[config.mk]
export PLATFORM = sky130hd
export DESIGN_NAME = dcache_req_arbiter_flat
export DESIGN_NICKNAME = d
export VERILOG_FILES = /design/src/rtl/dcache_req_arbiter_pkg.sv /design/src/rtl/dcache_req_arbiter_if.sv /design/src/rtl/dcache_req_slot.sv /design/src/rtl/dcache_req_arbiter.sv /design/src/flat_wrapper.sv
export SDC_FILE = /design/constraint.sdc
export NUM_CORES = 1
export LEC_CHECK = 0
export BUFFER_PORTS_ARGS = -buffer_cell sky130_fd_sc_hd__buf_2
export CAP_MARGIN = 20
export CORE_AREA = 3 3 230 232
export CTS_BUF_LIST = sky130_fd_sc_hd__clkbuf_8 sky130_fd_sc_hd__clkbuf_16
export CTS_CLUSTER_SIZE = 12
export DETAILED_ROUTE_END_ITERATION = 6
export DIE_AREA = 0 0 233 235
export GPL_TIMING_DRIVEN = 0
export PLACE_DENSITY = 0.48
export SLEW_MARGIN = 40
export SYNTH_ARGS = -nofsm -noshare
export SYNTH_HDL_FRONTEND = slang
export SYNTH_SLANG_ARGS = --single-unit
[constraint.sdc]
create_clock -name clock -period 5.5 [get_ports clock]
set_clock_uncertainty 0.1 [all_clocks]
set_input_delay 0.55 -clock clock [delete_from_list [all_inputs] [get_ports clock]]
set_output_delay 0.55 -clock clock [all_outputs]
set_load 0.005 [all_outputs]
[src/rtl/dcache_req_arbiter_pkg.sv]
// BoomLSUST: shared dcache request/response types and arbiter defaults.
// Imported by the arbiter, its output slot and the request interface.
package BoomLSUST;

   typedef logic [3:0] HellaCntT;

   localparam int HELLA_MAX_INFLIGHT_DEF = 1;
   localparam int STARVE_LIMIT_DEF       = 8;

   typedef struct packed {
      logic [39:0] addr;
      logic [63:0] data;
      logic [4:0]  cmd;
      logic [1:0]  size;
      logic [7:0]  tag;
      logic        is_hella;
   } BoomDCacheReqST;

   typedef struct packed {
      logic [63:0] data;
      logic [7:0]  tag;
      logic        is_hella;
   } BoomDCacheRespST;

endpackage

[src/rtl/dcache_req_arbiter_if.sv]
// Valid/ready request channel carrying a BoomDCacheReqST payload.
// master drives valid/bits and samples ready; slave the reverse.
interface dcache_req_arbiter_if;
   import BoomLSUST::*;

   logic           valid;
   logic           ready;
   BoomDCacheReqST bits;

   modport master (output valid, output bits, input ready);
   modport slave  (input valid, input bits, output ready);

endinterface

[src/rtl/dcache_req_slot.sv]
// Single-entry registered valid/ready slot for dcache requests.
// Ports: clock, reset, enq_valid/enq_ready/enq_bits, deq_valid/deq_ready/deq_bits.
module dcache_req_slot
   import BoomLSUST::*;
(
   input  logic           clock,
   input  logic           reset,
   input  logic           enq_valid,
   output logic           enq_ready,
   input  BoomDCacheReqST enq_bits,
   output logic           deq_valid,
   input  logic           deq_ready,
   output BoomDCacheReqST deq_bits
);

   logic           slot_v;
   BoomDCacheReqST slot_q;

   // Free when empty, or when the held entry leaves this cycle.
   assign enq_ready = !slot_v || deq_ready;
   assign deq_valid = slot_v;
   assign deq_bits  = slot_q;

   always_ff @(posedge clock or posedge reset) begin
      if (reset) begin
         slot_v <= 1'b0;
         slot_q <= '0;
      end else if (enq_valid && enq_ready) begin
         slot_v <= 1'b1;
         slot_q <= enq_bits;
      end else if (deq_ready) begin
         slot_v <= 1'b0;
      end
   end

endmodule

[src/rtl/dcache_req_arbiter.sv]
// Shares the dcache request port between LSU and hella (PTW/RoCC) with
// LSU priority, hella anti-starvation and a hella inflight limit.
// Ports: clock, reset; lsu/hella (slave req), dc (master req);
// dc_resp*, dc_nack*; lsu_resp*, hella_resp*; hella_inflight.
module dcache_req_arbiter
   import BoomLSUST::*;
#(
   parameter int HELLA_MAX_INFLIGHT = HELLA_MAX_INFLIGHT_DEF,
   parameter int STARVE_LIMIT       = STARVE_LIMIT_DEF
) (
   input  logic                  clock,
   input  logic                  reset,
   dcache_req_arbiter_if.slave   lsu,
   dcache_req_arbiter_if.slave   hella,
   dcache_req_arbiter_if.master  dc,
   input  logic                  dc_resp_valid,
   input  BoomDCacheRespST       dc_resp,
   input  logic                  dc_nack_valid,
   input  logic                  dc_nack_is_hella,
   output logic                  lsu_resp_valid,
   output BoomDCacheRespST       lsu_resp,
   output logic                  hella_resp_valid,
   output BoomDCacheRespST       hella_resp,
   output HellaCntT              hella_inflight
);

   localparam HellaCntT  MAX_C = HellaCntT'(HELLA_MAX_INFLIGHT);
   localparam logic [7:0] LIM_C = 8'(STARVE_LIMIT);

   logic           free;
   logic           cnt_ok;
   logic           hella_ok;
   logic           hella_pri;
   logic           grant_l;
   logic           grant_h;
   logic           dec_r;
   logic           dec_n;
   BoomDCacheReqST grant_bits;

   logic [7:0]     starve_cnt;
   logic [7:0]     starve_nxt;
   HellaCntT       inflight_q;
   HellaCntT       inflight_nxt;

   assign cnt_ok    = inflight_q < MAX_C;
   assign hella_ok  = hella.valid && cnt_ok;
   assign hella_pri = starve_cnt == LIM_C;

   assign grant_h = free && hella_ok && (hella_pri || !lsu.valid);
   assign grant_l = free && lsu.valid && !(hella_pri && hella_ok);

   // Readies never look at their own requester's valid.
   assign lsu.ready   = free && !(hella_pri && hella_ok);
   assign hella.ready = free && cnt_ok && (hella_pri || !lsu.valid);

   always_comb begin
      grant_bits          = lsu.bits;
      grant_bits.is_hella = 1'b0;
      if (grant_h) begin
         grant_bits          = hella.bits;
         grant_bits.is_hella = 1'b1;
      end
   end

   dcache_req_slot u_slot (
      .clock     (clock),
      .reset     (reset),
      .enq_valid (grant_l || grant_h),
      .enq_ready (free),
      .enq_bits  (grant_bits),
      .deq_valid (dc.valid),
      .deq_ready (dc.ready),
      .deq_bits  (dc.bits)
   );

   // Counts only the cycles where hella could have gone but LSU won.
   always_comb begin
      starve_nxt = starve_cnt;
      if (grant_h || !hella.valid) begin
         starve_nxt = '0;
      end else if (hella_ok && grant_l && starve_cnt != LIM_C) begin
         starve_nxt = starve_cnt + 8'd1;
      end
   end

   assign dec_r = dc_resp_valid && dc_resp.is_hella;
   assign dec_n = dc_nack_valid && dc_nack_is_hella;

   // Net per-cycle change; grant plus retire cancels out.
   always_comb begin
      inflight_nxt = inflight_q
                   + HellaCntT'(grant_h)
                   - HellaCntT'(dec_r)
                   - HellaCntT'(dec_n);
   end

   always_ff @(posedge clock or posedge reset) begin
      if (reset) begin
         starve_cnt <= '0;
         inflight_q <= '0;
      end else begin
         starve_cnt <= starve_nxt;
         inflight_q <= inflight_nxt;
      end
   end

   assign hella_inflight = inflight_q;

   assign lsu_resp_valid   = dc_resp_valid && !dc_resp.is_hella;
   assign hella_resp_valid = dc_resp_valid && dc_resp.is_hella;
   assign lsu_resp         = dc_resp;
   assign hella_resp       = dc_resp;

   a_no_underflow: assert property (
      @(posedge clock) disable iff (reset)
      !(inflight_q == '0 && (dec_r || dec_n))
   );

   a_stable_payload: assert property (
      @(posedge clock) disable iff (reset)
      (dc.valid && !dc.ready) |=> $stable(dc.bits)
   );

endmodule

[src/flat_wrapper.sv]
// flat-port wrapper written by rule: the top's interface ports become plain ports
module dcache_req_arbiter_flat import BoomLSUST::*;
#(
   parameter int HELLA_MAX_INFLIGHT = HELLA_MAX_INFLIGHT_DEF,
   parameter int STARVE_LIMIT       = STARVE_LIMIT_DEF
)
  (clock, reset, dc_resp_valid, dc_resp, dc_nack_valid, dc_nack_is_hella, lsu_resp_valid, lsu_resp, hella_resp_valid, hella_resp, hella_inflight, lsu_valid, lsu_bits, lsu_ready, hella_valid, hella_bits, hella_ready, dc_valid, dc_bits, dc_ready);
  dcache_req_arbiter_if lsu_i ();
  dcache_req_arbiter_if hella_i ();
  dcache_req_arbiter_if dc_i ();
  input  logic clock;
  input  logic reset;
  input  logic dc_resp_valid;
  input  BoomDCacheRespST dc_resp;
  input  logic dc_nack_valid;
  input  logic dc_nack_is_hella;
  output logic lsu_resp_valid;
  output BoomDCacheRespST lsu_resp;
  output logic hella_resp_valid;
  output BoomDCacheRespST hella_resp;
  output HellaCntT hella_inflight;
  input wire logic [$bits(lsu_i.valid)-1:0] lsu_valid;
  input wire logic [$bits(lsu_i.bits)-1:0] lsu_bits;
  output wire logic [$bits(lsu_i.ready)-1:0] lsu_ready;
  input wire logic [$bits(hella_i.valid)-1:0] hella_valid;
  input wire logic [$bits(hella_i.bits)-1:0] hella_bits;
  output wire logic [$bits(hella_i.ready)-1:0] hella_ready;
  output wire logic [$bits(dc_i.valid)-1:0] dc_valid;
  output wire logic [$bits(dc_i.bits)-1:0] dc_bits;
  input wire logic [$bits(dc_i.ready)-1:0] dc_ready;
  assign lsu_i.valid = lsu_valid;
  assign lsu_i.bits = lsu_bits;
  assign lsu_ready = lsu_i.ready;
  assign hella_i.valid = hella_valid;
  assign hella_i.bits = hella_bits;
  assign hella_ready = hella_i.ready;
  assign dc_valid = dc_i.valid;
  assign dc_bits = dc_i.bits;
  assign dc_i.ready = dc_ready;
  dcache_req_arbiter #(.HELLA_MAX_INFLIGHT(HELLA_MAX_INFLIGHT), .STARVE_LIMIT(STARVE_LIMIT)) u_core (.clock(clock), .reset(reset), .lsu(lsu_i), .hella(hella_i), .dc(dc_i), .dc_resp_valid(dc_resp_valid), .dc_resp(dc_resp), .dc_nack_valid(dc_nack_valid), .dc_nack_is_hella(dc_nack_is_hella), .lsu_resp_valid(lsu_resp_valid), .lsu_resp(lsu_resp), .hella_resp_valid(hella_resp_valid), .hella_resp(hella_resp), .hella_inflight(hella_inflight));
endmodule
== Word-level counts from Yosys, hierarchy flattened ==
Index checks and enable logic that the tools add are counted.
Operators by class
  $add $sub $neg: 4
  order comparisons: 1
  equal/unequal tests: 2
  multiplexer cells: 5
  reductions and logical operators: 26
Operator list (number)
  120-bit 2-to-1 mux: 1
  8-bit 2-to-1 mux: 2
  1-bit logical AND: 15
  8-bit by 1-bit adder with 8-bit output, second input constant: 1
  8-bit by 4-bit equality test with 1-bit output, second input constant: 1
  8-bit by 4-bit != test with 1-bit output, second input constant: 1
  4-bit by 1-bit subtractor with 4-bit output: 2
  1-bit logical NOT: 5
  4-bit by 1-bit adder with 4-bit output: 1
  1-bit logical OR: 4
  4-bit by 1-bit less-than comparator with 1-bit output, second input constant: 1
  2-bit nonzero test: 2
  1-bit 2-to-1 mux: 2
Word-level totals
  register bits after elaboration: 133
  input bits: 321
  output and inout bits: 275
  word-level logic and storage cells: 47

== Depth between registers and ports, before layout ==
Gate-level depths: netlist of the first run.
  word-level depth: 9
  depth in mapped cells: 13
  mapped depth without buffers: 11

== Cells and area by module ==
A second synthesis of the first run with hierarchy kept.
Second synthesis, totals
  cells, all modules: 622
  area total of the unflattened synthesis: 8788.4 um2
Modules (own cells, without submodules)
  dcache_req_slot: times used 1, cells each 258, area each 5019.8 um2, seq. area each 3027.9 um2
  dcache_req_arbiter: times used 1, cells each 364, area each 3768.6 um2, seq. area each 300.3 um2

== Worst setup path after synthesis of the first run ==
No wires, ideal clock.
  kind: reg-to-reg
  start: register u_core.inflight_q[2], in the netlist u_core.hella_inflight[2]
  end: register u_core.inflight_q[3], in the netlist u_core.hella_inflight[3]
  library setup time: 123 ps
  arrival: 2948 ps
  data required time: 5277 ps
  setup slack: 2330 ps
  stages on the path, launching flop included: 14
  buffers on the path: 2
  clock period less this slack: 3170 ps
  cells stage by stage: dfrtp_1 inv_1 ha_1 and2_1 nand2_1 or3_1 clkbuf_1 buf_2 fa_1 inv_1 ha_1 ha_1 fa_1 xnor2_1
On the way
  cells in the longest elaborated chain, start to end: 7
RTL lines
  start: declaration: line dcache_req_arbiter.sv:42  | HellaCntT inflight_q;
  start signal: assignment: line dcache_req_arbiter.sv:103  | inflight_q <= inflight_nxt;
  4-bit by 1-bit less-than comparator with 1-bit output: line dcache_req_arbiter.sv:45  | assign cnt_ok = inflight_q < MAX_C;
  1-bit logical AND: line dcache_req_arbiter.sv:46  | assign hella_ok = hella.valid && cnt_ok;
  1-bit logical AND (2 in a row): line dcache_req_arbiter.sv:49  | assign grant_h = free && hella_ok && (hella_pri || !lsu.valid);
  4-bit by 1-bit adder with 4-bit output (*): line dcache_req_arbiter.sv:92  | + HellaCntT'(grant_h)
  4-bit by 1-bit subtractor with 4-bit output (*): line dcache_req_arbiter.sv:93  | - HellaCntT'(dec_r)
  4-bit by 1-bit subtractor with 4-bit output (*): line dcache_req_arbiter.sv:94  | - HellaCntT'(dec_n);
  named net u_core.inflight_nxt[3]: line dcache_req_arbiter.sv:43  | HellaCntT inflight_nxt;
Mark *: on every way through the listed nets, which the timed path passes. The rest lies on a longest branch.
A chain may end at the register's enable or synchronous reset.

== Worst setup path after layout of the first run ==
  start: register u_core.starve_cnt[0]
  end: output hella_ready
On the way
  cells in the longest elaborated chain, start to end: 3
RTL lines
  start: declaration: line dcache_req_arbiter.sv:40  | logic [7:0] starve_cnt;
  start signal: assignment: line dcache_req_arbiter.sv:102  | starve_cnt <= starve_nxt;
  8-bit by 4-bit equality test with 1-bit output: line dcache_req_arbiter.sv:47  | assign hella_pri = starve_cnt == LIM_C;
  1-bit logical OR: line dcache_req_arbiter.sv:54  | assign hella.ready = free && cnt_ok && (hella_pri || !lsu.valid);
  1-bit logical AND: line dcache_req_arbiter.sv:54
  end: declaration: line flat_wrapper.sv:27  | output wire logic [$bits(hella_i.ready)-1:0] hella_ready;
No other way between the ends.

==> results of run 1 <==
worst min-delay path by stage:
| stage | from | end |
|---|---|---|
| 3_3_place_gp | u_core.u_slot.deq_bits[0] | u_core.u_slot.deq_bits[0] |
| 2_1_floorplan | u_core.u_slot.deq_bits[0] | u_core.u_slot.deq_bits[0] |
| 4_1_cts | lsu_valid | u_core.u_slot.deq_valid |
| 3_5_place_dp | reset | u_core.u_slot.deq_bits[41] |
| 6_report | lsu_bits[23] | u_core.u_slot.deq_bits[23] |
| 5_1_grt | lsu_bits[28] | u_core.u_slot.deq_bits[28] |
layer usage:
layer / wire (µm) / part of all wire / track usage / up-vias
li1: - / - / - / 4451
met1: 17200 / 0.40 / 0.178 / 4665
met2: 21200 / 0.49 / 0.260 / 597
met3: 3670 / 0.085 / 0.0429 / 66
met4: 1370 / 0.031 / 0.0638 / 2
met5: 17 / 0.00039 / 0 / -
power by group:
| part | switching (W) | internal, W |
|---|---|---|
| combinational | 0.000795 | 0.000635 |
| clock | 0.000502 | 0.000673 |
| sequential | 0.000192 | 0.00129 |
| total | 0.00149 | 0.00260 |
cell type report:
cell class	count	area share
Antenna cell	4	0.000819
Buffer	253	0.130
Clock buffer	18	0.0359
Clock inverter	14	0.0111
Inverter	11	0.00399
Multi-Input combinational cell	541	0.258
Sequential cell	133	0.272
Tap cell	680	0.0696
Timing Repair Buffer	524	0.219
tightest hold or removal path: stages:
cell     delay (ps)
buf_2           100
nand3_1          50
a31oi_1          70
layout by cell type, fill, tap and decap left out, types with 6 or more instances in the layout:
master,count
buf_2,525
inv_1,11
ha_1,7
nor4_1,119
dfrtp_1,133
clkbuf_1,87
clkbuf_16,17
a31oi_1,119
clkinv_2,6
a21oi_1,9
or3_1,6
nand3_1,124
buf_6,10
o21ai_0,126
buf_4,146
through the flow:
stage	TNS, ps	hold WS (ps)	util	cell area (µm²)	std cells
final	0	243	0.239	12200	2178
after global routing	0	212	0.239	12200	2177
after CTS	0	186	0.238	12200	2174
after detailed placement	0	354	0.227	11600	2141
after global placement	-124380	425	0.226	11500	2139
after floorplan	0	401	-	8090	938
sequential cells by signal, indices dropped and copies added (netlist names):
signal	cells
u_core.hella_inflight	4
u_core.starve_cnt	8
u_core.u_slot.deq_bits	120
u_core.u_slot.deq_valid	1
cell families (layout without fill, tap and decap cells):
| logic type | count (synthesis) | count (layout) | synth area share |
|---|---|---|---|
| XOR/XNOR | 1 | 1 | 0.00108 |
| AND/OR/NAND/NOR | 273 | 273 | 0.193 |
| adder cells (fa/ha/maj) | 9 | 9 | 0.0158 |
| AO/OA/AOI/OAI | 258 | 258 | 0.179 |
| buffers and inverters | 264 | 820 | 0.200 |
| other | 0 | 4 | 0 |
| flip-flops | 133 | 133 | 0.411 |
==> impl_metrics.py, run 1 <==
metrics = {
    "run_status": {
        "status": "complete, no violations",
    },
    "drt": {
        "routed_wl_um": 43400,
        "via_count": 9781,
        "routedWlPerCell_um": 19.9,
        "dr.pass1.iters": 5,
        "first_iter_violations": 574,
        "viasPerCell": 4.49,
        "detail-route-antenna-nets": 0,
        "post-route-drc-count": 0,
    },
    "critical_path": {
        "crit_cells": 8,
        "worstSetupPathType": "reg -> out",
        "slowest_delay_ps": 570,
        "crit_arrival_ps": 3110,
        "critical_path_required_ps": 4850,
        "crit_family": "buffers and inverters",
        "r2r_end": "u_core.hella_inflight[3]",
        "path_cells": "inv_1 > ha_1 > and3b_1 > a21oi_1 > buf_2 > buf_1 > nor3_1 > buf_2",
        "crit_buf_inv": 4,
        "critPathSlowestCell": "buf_2",
        "r2r_slack_ps": 1990,
        "reg2regPathDepth": 13,
        "endpoint": "hella_ready",
        "critPathLaunch": "u_core.starve_cnt[0]",
        "end_kind": "primary output",
        "r2r-start": "u_core.hella_inflight[2]",
        "cp_common_cell": "buf_2",
        "critPathLaunchType": "flip-flop",
        "path_max_fanout": 10,
    },
    "finish": {
        "nets": 1811,
        "multiInputGateArea_mm2": 0.00315,
        "n_fill_cell": 5695,
        "drive_gt1_frac": 0.484,
        "seqCellArea_mm2": 0.00333,
        "syn_to_final_growth_pct": 51.0,
    },
    "global_routing": {
        "gr-total-overflow": 0,
        "grt_usage": 0.153,
        "antenna_found_initial": 6,
        "grt_first_pass_wirelength_um": 62600,
        "grt_max_degree": 68,
        "grt_pass1_vias": 10100,
    },
    "place": {
        "dp_hpwl_um": 33700,
        "portBuffers": 521,
        "dp_worst_setup_slack_ps": 2000,
        "gp_congestion": 0.860,
    },
    "cts": {
        "cts.sinks": 133,
        "cts_max_level": 4,
        "cts.clk_slew.worst_paths_ps": 60,
        "clock_path_buffers": 2,
        "cts_setup_buffers": 0,
        "cts_tree": "done",
        "cts_resized": 0,
        "cts_buffers": 17,
        "clock_latency_ps": 470,
        "root_buffer": "clkbuf_16",
        "hold_buffers": 1,
    },
    "die": {
        "initial_core_util": 0.158,
        "ios": 596,
        "fp.dieH_um": 235,
        "core_mm2": 0.0512,
        "num_rows": 83,
        "die_x_um": 233,
        "die_area_mm2": 0.0548,
    },
    "power_and_ir_drop": {
        "power_density_mw_per_mm2": 335,
        "cellLeakagePower_nw": 5.68,
        "ir_drop_mv": 0.208,
        "power.total_w": 0.00409,
    },
    "yosys": {
        "yosysTopAreaCellShare": 0.411,
        "async_flop_share": 1.00,
        "synth_edf_count": 0,
        "ys_seq_area_frac": 0.411,
        "synth_area_leaders": "dfrtp_1 (41%), buf_4 (14%), a31oi_1 (9.2%), nor4_1 (9.2%), o21ai_0 (7.8%)",
        "yosys_most_used_dff": "dfrtp_1",
        "yosysWarnings": 0,
        "synthCells": 938,
        "yosys.area.top_type": "dfrtp_1",
        "syn-mean-instance-area_um2": 8.63,
        "syn-num-nets": 1268,
        "synth-seq-cells": 133,
        "synth.top_cells.by_count": "buf_4 (146), dfrtp_1 (133), o21ai_0 (126)",
        "netlist_area_mm2": 0.00809,
        "yosysMostFrequentCell": "buf_4",
        "synth.distinct_cells": 31,
    },
    "timing": {
        "setup_viol": 0,
        "fmax_ghz": 0.266,
        "hold_viol": 0,
        "fin_ws_ps": 1740,
        "rsz0062_at_grt": "no",
        "relSlewSlack": 0.532,
        "worst_slew_pin_slew_ps": 698,
        "post-route-period-util": 0.685,
        "drv_slew": 0,
        "finalCriticalPeriod_ps": 3760,
    },
    "run": {
        "cap_violations": 0,
    },
    "min_path": {
        "hold_class": "in -> reg",
        "min_delay_path_depth": 3,
    },
}
No activity file was read; power rests on OpenSTA's default activity.
==> inputs of run 2 (changes only) <==
- clock period: 5.5 -> 3.6 ns (I/O delays scaled with it)
==> run 2 against run 1 <==
Sequential cell count unchanged. Cell count increased by 0.18%. Clock power increased by 50%.
==> impl_metrics.py, run 2 (same netlist as run 1, synthesis figures left out) <==
metrics = {
    "place": {
        "gp_congestion": 0.876,
        "portBuffers": 521,
        "dpl.cell_count": 2145,
        "dp_hpwl_um": 33500,
        "dpl_cell_area_mm2": 0.0117,
    },
    "global_routing": {
        "met3_usage": 0.0405,
        "gr-total-overflow": 0,
        "grtUsageMet1": 0.175,
        "use_met2": 0.247,
        "grt_first_pass_wirelength_um": 60800,
        "grt_usage": 0.148,
        "grt.busiest_layer": "met2",
        "grt_pass1_vias": 9818,
        "grt_max_degree": 24,
        "antenna_found_initial": 1,
    },
    "drt": {
        "dr.pass1.iters": 5,
        "post-route-drc-count": 0,
        "routed_wl_um": 42300,
        "via_count": 9799,
        "routedWlPerCell_um": 19.4,
        "first_iter_violations": 706,
        "viasPerCell": 4.49,
        "detail-route-antenna-nets": 0,
    },
    "die": {
        "initial_core_util": 0.158,
        "fp.dieH_um": 235,
        "ios": 596,
        "num_rows": 83,
        "die_area_mm2": 0.0548,
        "core_mm2": 0.0512,
        "die_x_um": 233,
    },
    "timing": {
        "worst_slew_pin_slew_ps": 711,
        "setup_tns_ps": 0,
        "relSlewSlack": 0.526,
        "rsz0062_at_grt": "no",
        "fmax_ghz": 0.296,
        "setup_viol": 0,
        "finalCriticalPeriod_ps": 3380,
        "hold_viol": 0,
        "finalHoldWorstSlack_ps": 55.5,
        "post-route-period-util": 0.940,
        "drv_slew": 0,
    },
    "cts": {
        "clock_path_buffers": 2,
        "root_buffer": "clkbuf_16",
        "cts.clk_slew.worst_paths_ps": 60,
        "cts_buffers": 17,
        "cts_tree": "done",
        "cts_max_level": 4,
        "cts.sinks": 133,
        "clock_latency_ps": 460,
    },
    "power_and_ir_drop": {
        "power.total_w": 0.00624,
        "power_switching_w": 0.00225,
        "pwr-share-seq": 0.362,
        "intPower_w": 0.00399,
        "cellLeakagePower_nw": 5.72,
        "power_density_mw_per_mm2": 507,
        "switching_share": 0.361,
        "ir_drop_mv": 0.343,
        "comb_power_share": 0.354,
        "clkPwrFrac": 0.284,
    },
    "critical_path": {
        "critPathLaunchType": "flip-flop",
        "critical_path_required_ps": 3850,
        "cp_common_cell": "ha_1",
        "crit_arrival_ps": 3630,
        "slowest_delay_ps": 450,
        "critPathSlowestCell": "fa_1",
        "path_max_fanout": 10,
        "path_cells": "inv_2 > ha_1 > and2_1 > nand2_2 > or3_1 > clkbuf_1 > buf_4 > fa_1 > ha_1 > inv_1 > ha_1 > fa_1 > xnor2_1",
        "end_kind": "flip-flop",
        "worstSetupPathType": "reg -> reg",
    },
    "finish": {
        "fin_cells": 2182,
        "nets": 1816,
        "syn_to_final_growth_pct": 52.2,
        "layout_commonest_cell": "buf_2",
        "largest_reg_flops": 120,
        "layout_common_cells": "buf_2 (523), buf_4 (147), dfrtp_1 (133)",
        "drive_gt1_frac": 0.487,
        "final_area_mm2": 0.0123,
    },
    "min_path": {
        "hold_class": "in -> reg",
    },
    "run_status": {
        "status": "complete, no violations",
    },
    "run": {
        "cap_violations": 0,
    },
}
==> run 2: timing repair <==
item	4_1_cts	5_1_grt
setup endpoints to repair	0	3
endpoints found under the hold margin	11	0
hold buffers	2	0
gates resized for setup	0	8
buffers inserted	0	0
==> run 2: final cells by class <==
class / count / area [µm²]
fillers: 5654 / 38900
multi-input cells: 541 / 3160
diodes: 3 / 7.51
well taps: 680 / 851
flip-flops and latches: 133 / 3330
clock inverters: 13 / 116
inverters: 11 / 45.0
repair buffers: 529 / 2760
clock buffers: 19 / 453
plain buffers: 253 / 1590
==> run 2: metal layers <==
| metal | vias to the layer above | share of wire |
|---|---|---|
| met5 | - | 0.00021 |
| met4 | 2 | 0.036 |
| met3 | 70 | 0.083 |
| met2 | 556 | 0.49 |
| met1 | 4695 | 0.39 |
| li1 | 4476 | - |
==> run 2: metrics by stage <==
stage | utilization | setup WS, ps
floorplan | - | 430
global placement | 0.226 | 165
detailed placement | 0.229 | 49.0
CTS | 0.240 | 13.6
global route | 0.240 | 9.34
finish | 0.240 | 217
==> run 2: worst max-delay path: cells and delay by family (launching register included) <==
family | cells | cell delay, ps
simple gates | 3 | 680
flops | 1 | 390
fa+ha+maj | 5 | 1480
buf+inv | 4 | 490
xor+xnor | 1 | 130
==> run 2: path summary, 6_finish.rpt <==
check,startpoint,endpoint,slack [ps],depth (start not counted)
max,u_core.hella_inflight[2],u_core.hella_inflight[3],220,13
min,lsu_bits[53],u_core.u_slot.deq_bits[53],60,3
max reg2reg,u_core.hella_inflight[2],u_core.hella_inflight[3],220,13
min reg2reg,u_core.u_slot.deq_bits[0],u_core.u_slot.deq_bits[0],450,2
max in group asynchronous,reset,u_core.u_slot.deq_bits[29],2200,6
min in group asynchronous,reset,u_core.u_slot.deq_bits[88],340,3
==> run 2: power groups by stage <==
stage,Clock (W),Combinational [W],Sequential [W]
4_1_cts,0.00183,0.00223,0.00226
3_5_place_dp,0,0.00222,0.00227
2_1_floorplan,0,0.000993,0.00225
6_report,0.00177,0.00221,0.00226
5_1_grt,0.00190,0.00241,0.00231
3_3_place_gp,0,0.00219,0.00227
==> inputs of run 3 (changes only) <==
- CORE_AREA: 3 3 230 232 -> 3 3 233 235
- DIE_AREA: 0 0 233 235 -> 0 0 236 238
- clock period: 3.6 -> 4.11 ns (I/O delays scaled with it)
==> run 3 against run 2 <==
Non-clock buffer count shrank 4. Clock power shrank 12%. Routed wire length up 0.99%. Sequential power decreased by 14%. Largest cell class unchanged. Largest power group unchanged.
==> impl_metrics.py, run 3 (same netlist as run 1, synthesis figures left out) <==
metrics = {
    "run_status": {
        "status": "complete, no violations",
    },
    "cts": {
        "cts_max_level": 4,
        "cts_setup_buffers": 0,
        "root_buffer": "clkbuf_16",
        "cts_buffers": 17,
        "clock_path_buffers": 2,
        "cts_tree": "done",
        "cts.sinks": 133,
        "clock_latency_ps": 480,
        "cts.clk_slew.worst_paths_ps": 70,
    },
    "timing": {
        "fin_ws_ps": 393,
        "fmax_ghz": 0.269,
        "finalCriticalPeriod_ps": 3720,
        "drv_slew": 0,
        "worst_slew_pin_slew_ps": 829,
        "setup_viol": 0,
        "relSlewSlack": 0.447,
        "post-route-period-util": 0.904,
        "hold_viol": 0,
        "rsz0062_at_grt": "no",
    },
    "power_and_ir_drop": {
        "power_density_mw_per_mm2": 444,
        "cellLeakagePower_nw": 5.69,
        "pwr-share-seq": 0.358,
        "intPower_w": 0.00344,
        "clkPwrFrac": 0.285,
        "ir_drop_mv": 0.299,
        "switching_share": 0.367,
        "comb_power_share": 0.357,
        "power_switching_w": 0.00200,
    },
    "die": {
        "die_x_um": 236,
        "num_rows": 84,
        "die_area_mm2": 0.0562,
        "initial_core_util": 0.154,
        "fp.dieH_um": 238,
        "core_mm2": 0.0524,
        "ios": 596,
    },
    "drt": {
        "post-route-drc-count": 0,
        "detail-route-antenna-nets": 0,
        "routedWlPerCell_um": 19.5,
        "viasPerCell": 4.47,
        "first_iter_violations": 550,
        "dr.pass1.iters": 5,
        "via_count": 9774,
        "routed_wl_um": 42700,
    },
    "place": {
        "portBuffers": 521,
        "dp_worst_setup_slack_ps": 477,
        "gp_congestion": 0.903,
        "dp_hpwl_um": 32800,
    },
    "finish": {
        "largest_reg_flops": 120,
        "syn_to_final_growth_pct": 51.4,
        "layout_common_cells": "buf_2 (525), buf_4 (146), dfrtp_1 (133)",
        "nets": 1812,
        "layout_commonest_cell": "buf_2",
        "fin_util": 0.233,
        "drive_gt1_frac": 0.486,
    },
    "critical_path": {
        "path_cells": "inv_1 > ha_1 > o21ai_1 > nand2_1 > or3_1 > clkbuf_1 > buf_2 > fa_1 > ha_1 > inv_1 > ha_1 > fa_1 > xnor2_1",
        "critical_path_required_ps": 4370,
        "critPathLaunchType": "flip-flop",
        "slowest_delay_ps": 450,
        "crit_arrival_ps": 3980,
        "path_max_fanout": 10,
        "end_kind": "flip-flop",
        "critPathSlowestCell": "fa_1",
        "worstSetupPathType": "reg -> reg",
        "cp_common_cell": "ha_1",
    },
    "global_routing": {
        "grt_first_pass_wirelength_um": 61700,
        "gr-total-overflow": 0,
        "antenna_found_initial": 4,
        "grt_pass1_vias": 9781,
        "grt_usage": 0.146,
        "grt_max_degree": 69,
    },
    "min_path": {
        "hold_class": "in -> reg",
    },
    "run": {
        "cap_violations": 0,
    },
}
-- run 3: cell types whose count changed in the layout (fill, tap and decap cells not counted), sizes merged --
cell | previous run | this run
clkinvlp | 3 | 2
clkbuf | 112 | 110
dlygate4sd3 | 2 | 1
buf | 687 | 685
clkinv | 6 | 7
inv | 13 | 15
bufinv | 2 | 1
-- run 3: final cells by class --
| type | count | area [µm²] |
|---|---|---|
| Buffer | 253 | 1590 |
| Antenna cell | 3 | 7.51 |
| Sequential cell | 133 | 3330 |
| Multi-Input combinational cell | 541 | 3150 |
| Clock inverter | 14 | 126 |
| Tap cell | 688 | 861 |
| Inverter | 11 | 48.8 |
| Clock buffer | 18 | 439 |
| Timing Repair Buffer | 525 | 2700 |
| Fill cell | 5837 | 40200 |
-- run 3: timing repair --
item / 4_1_cts / 5_1_grt
hold endpoints to repair: 133 / 0
hold buffers: 1 / 0
gates resized for setup: 0 / 0
-- run 3: layer usage --
metal | vias up | global-route usage | part of all wire
li1 | 4448 | - | -
met1 | 4694 | 0.178 | 0.40
met2 | 563 | 0.237 | 0.48
met3 | 69 | 0.0446 | 0.091
met4 | 0 | 0.0677 | 0.036
met5 | - | 0 | 0
-- run 3: critical path, delay by kind of cell, from the launching register on --
family	cells	cell delay (ps)
and+or+nand+nor	2	660
DFF	1	340
buffers and inverters	4	590
xor gates and xnor gates	1	140
adders and majority gates	5	1510
AOI/OAI and AO/OA	1	280
-- run 3: final timing paths --
| check | from | to | slack (ps) | cells past startpoint |
|---|---|---|---|---|
| setup reg to reg | u_core.hella_inflight[2] | u_core.hella_inflight[3] | 390 | 13 |
| setup / recovery | u_core.hella_inflight[2] | u_core.hella_inflight[3] | 390 | 13 |
| max in group asynchronous | reset | u_core.hella_inflight[0] | 3050 | 4 |
| min in group asynchronous | reset | u_core.u_slot.deq_bits[82] | 270 | 3 |
| hold reg to reg | u_core.u_slot.deq_bits[0] | u_core.u_slot.deq_bits[0] | 410 | 2 |
| hold / removal | lsu_valid | u_core.u_slot.deq_valid | 90 | 3 |
-- run 3: per-stage QoR --
step / power (W) / cells / setup TNS [ps] / hold slack (ps) / area, µm²
floorplan: 0.00284 / 938 / 0 / 401 / 8090
global placement: 0.00389 / 2147 / -299780 / 395 / 11600
detailed placement: 0.00393 / 2150 / 0 / 209 / 11700
CTS: 0.00555 / 2183 / 0 / 39.0 / 12200
global route: 0.00581 / 2183 / 0 / 82.0 / 12200
finish: 0.00544 / 2186 / 0 / 92.7 / 12200
-- run 3: power groups by stage --
stage	clock network [W]	logic [W]	registers, W
global route	0.00167	0.00214	0.00200
floorplan	0	0.000869	0.00197
CTS	0.00164	0.00197	0.00195
detailed placement	0	0.00196	0.00196
global placement	0	0.00193	0.00196
finish	0.00155	0.00194	0.00195
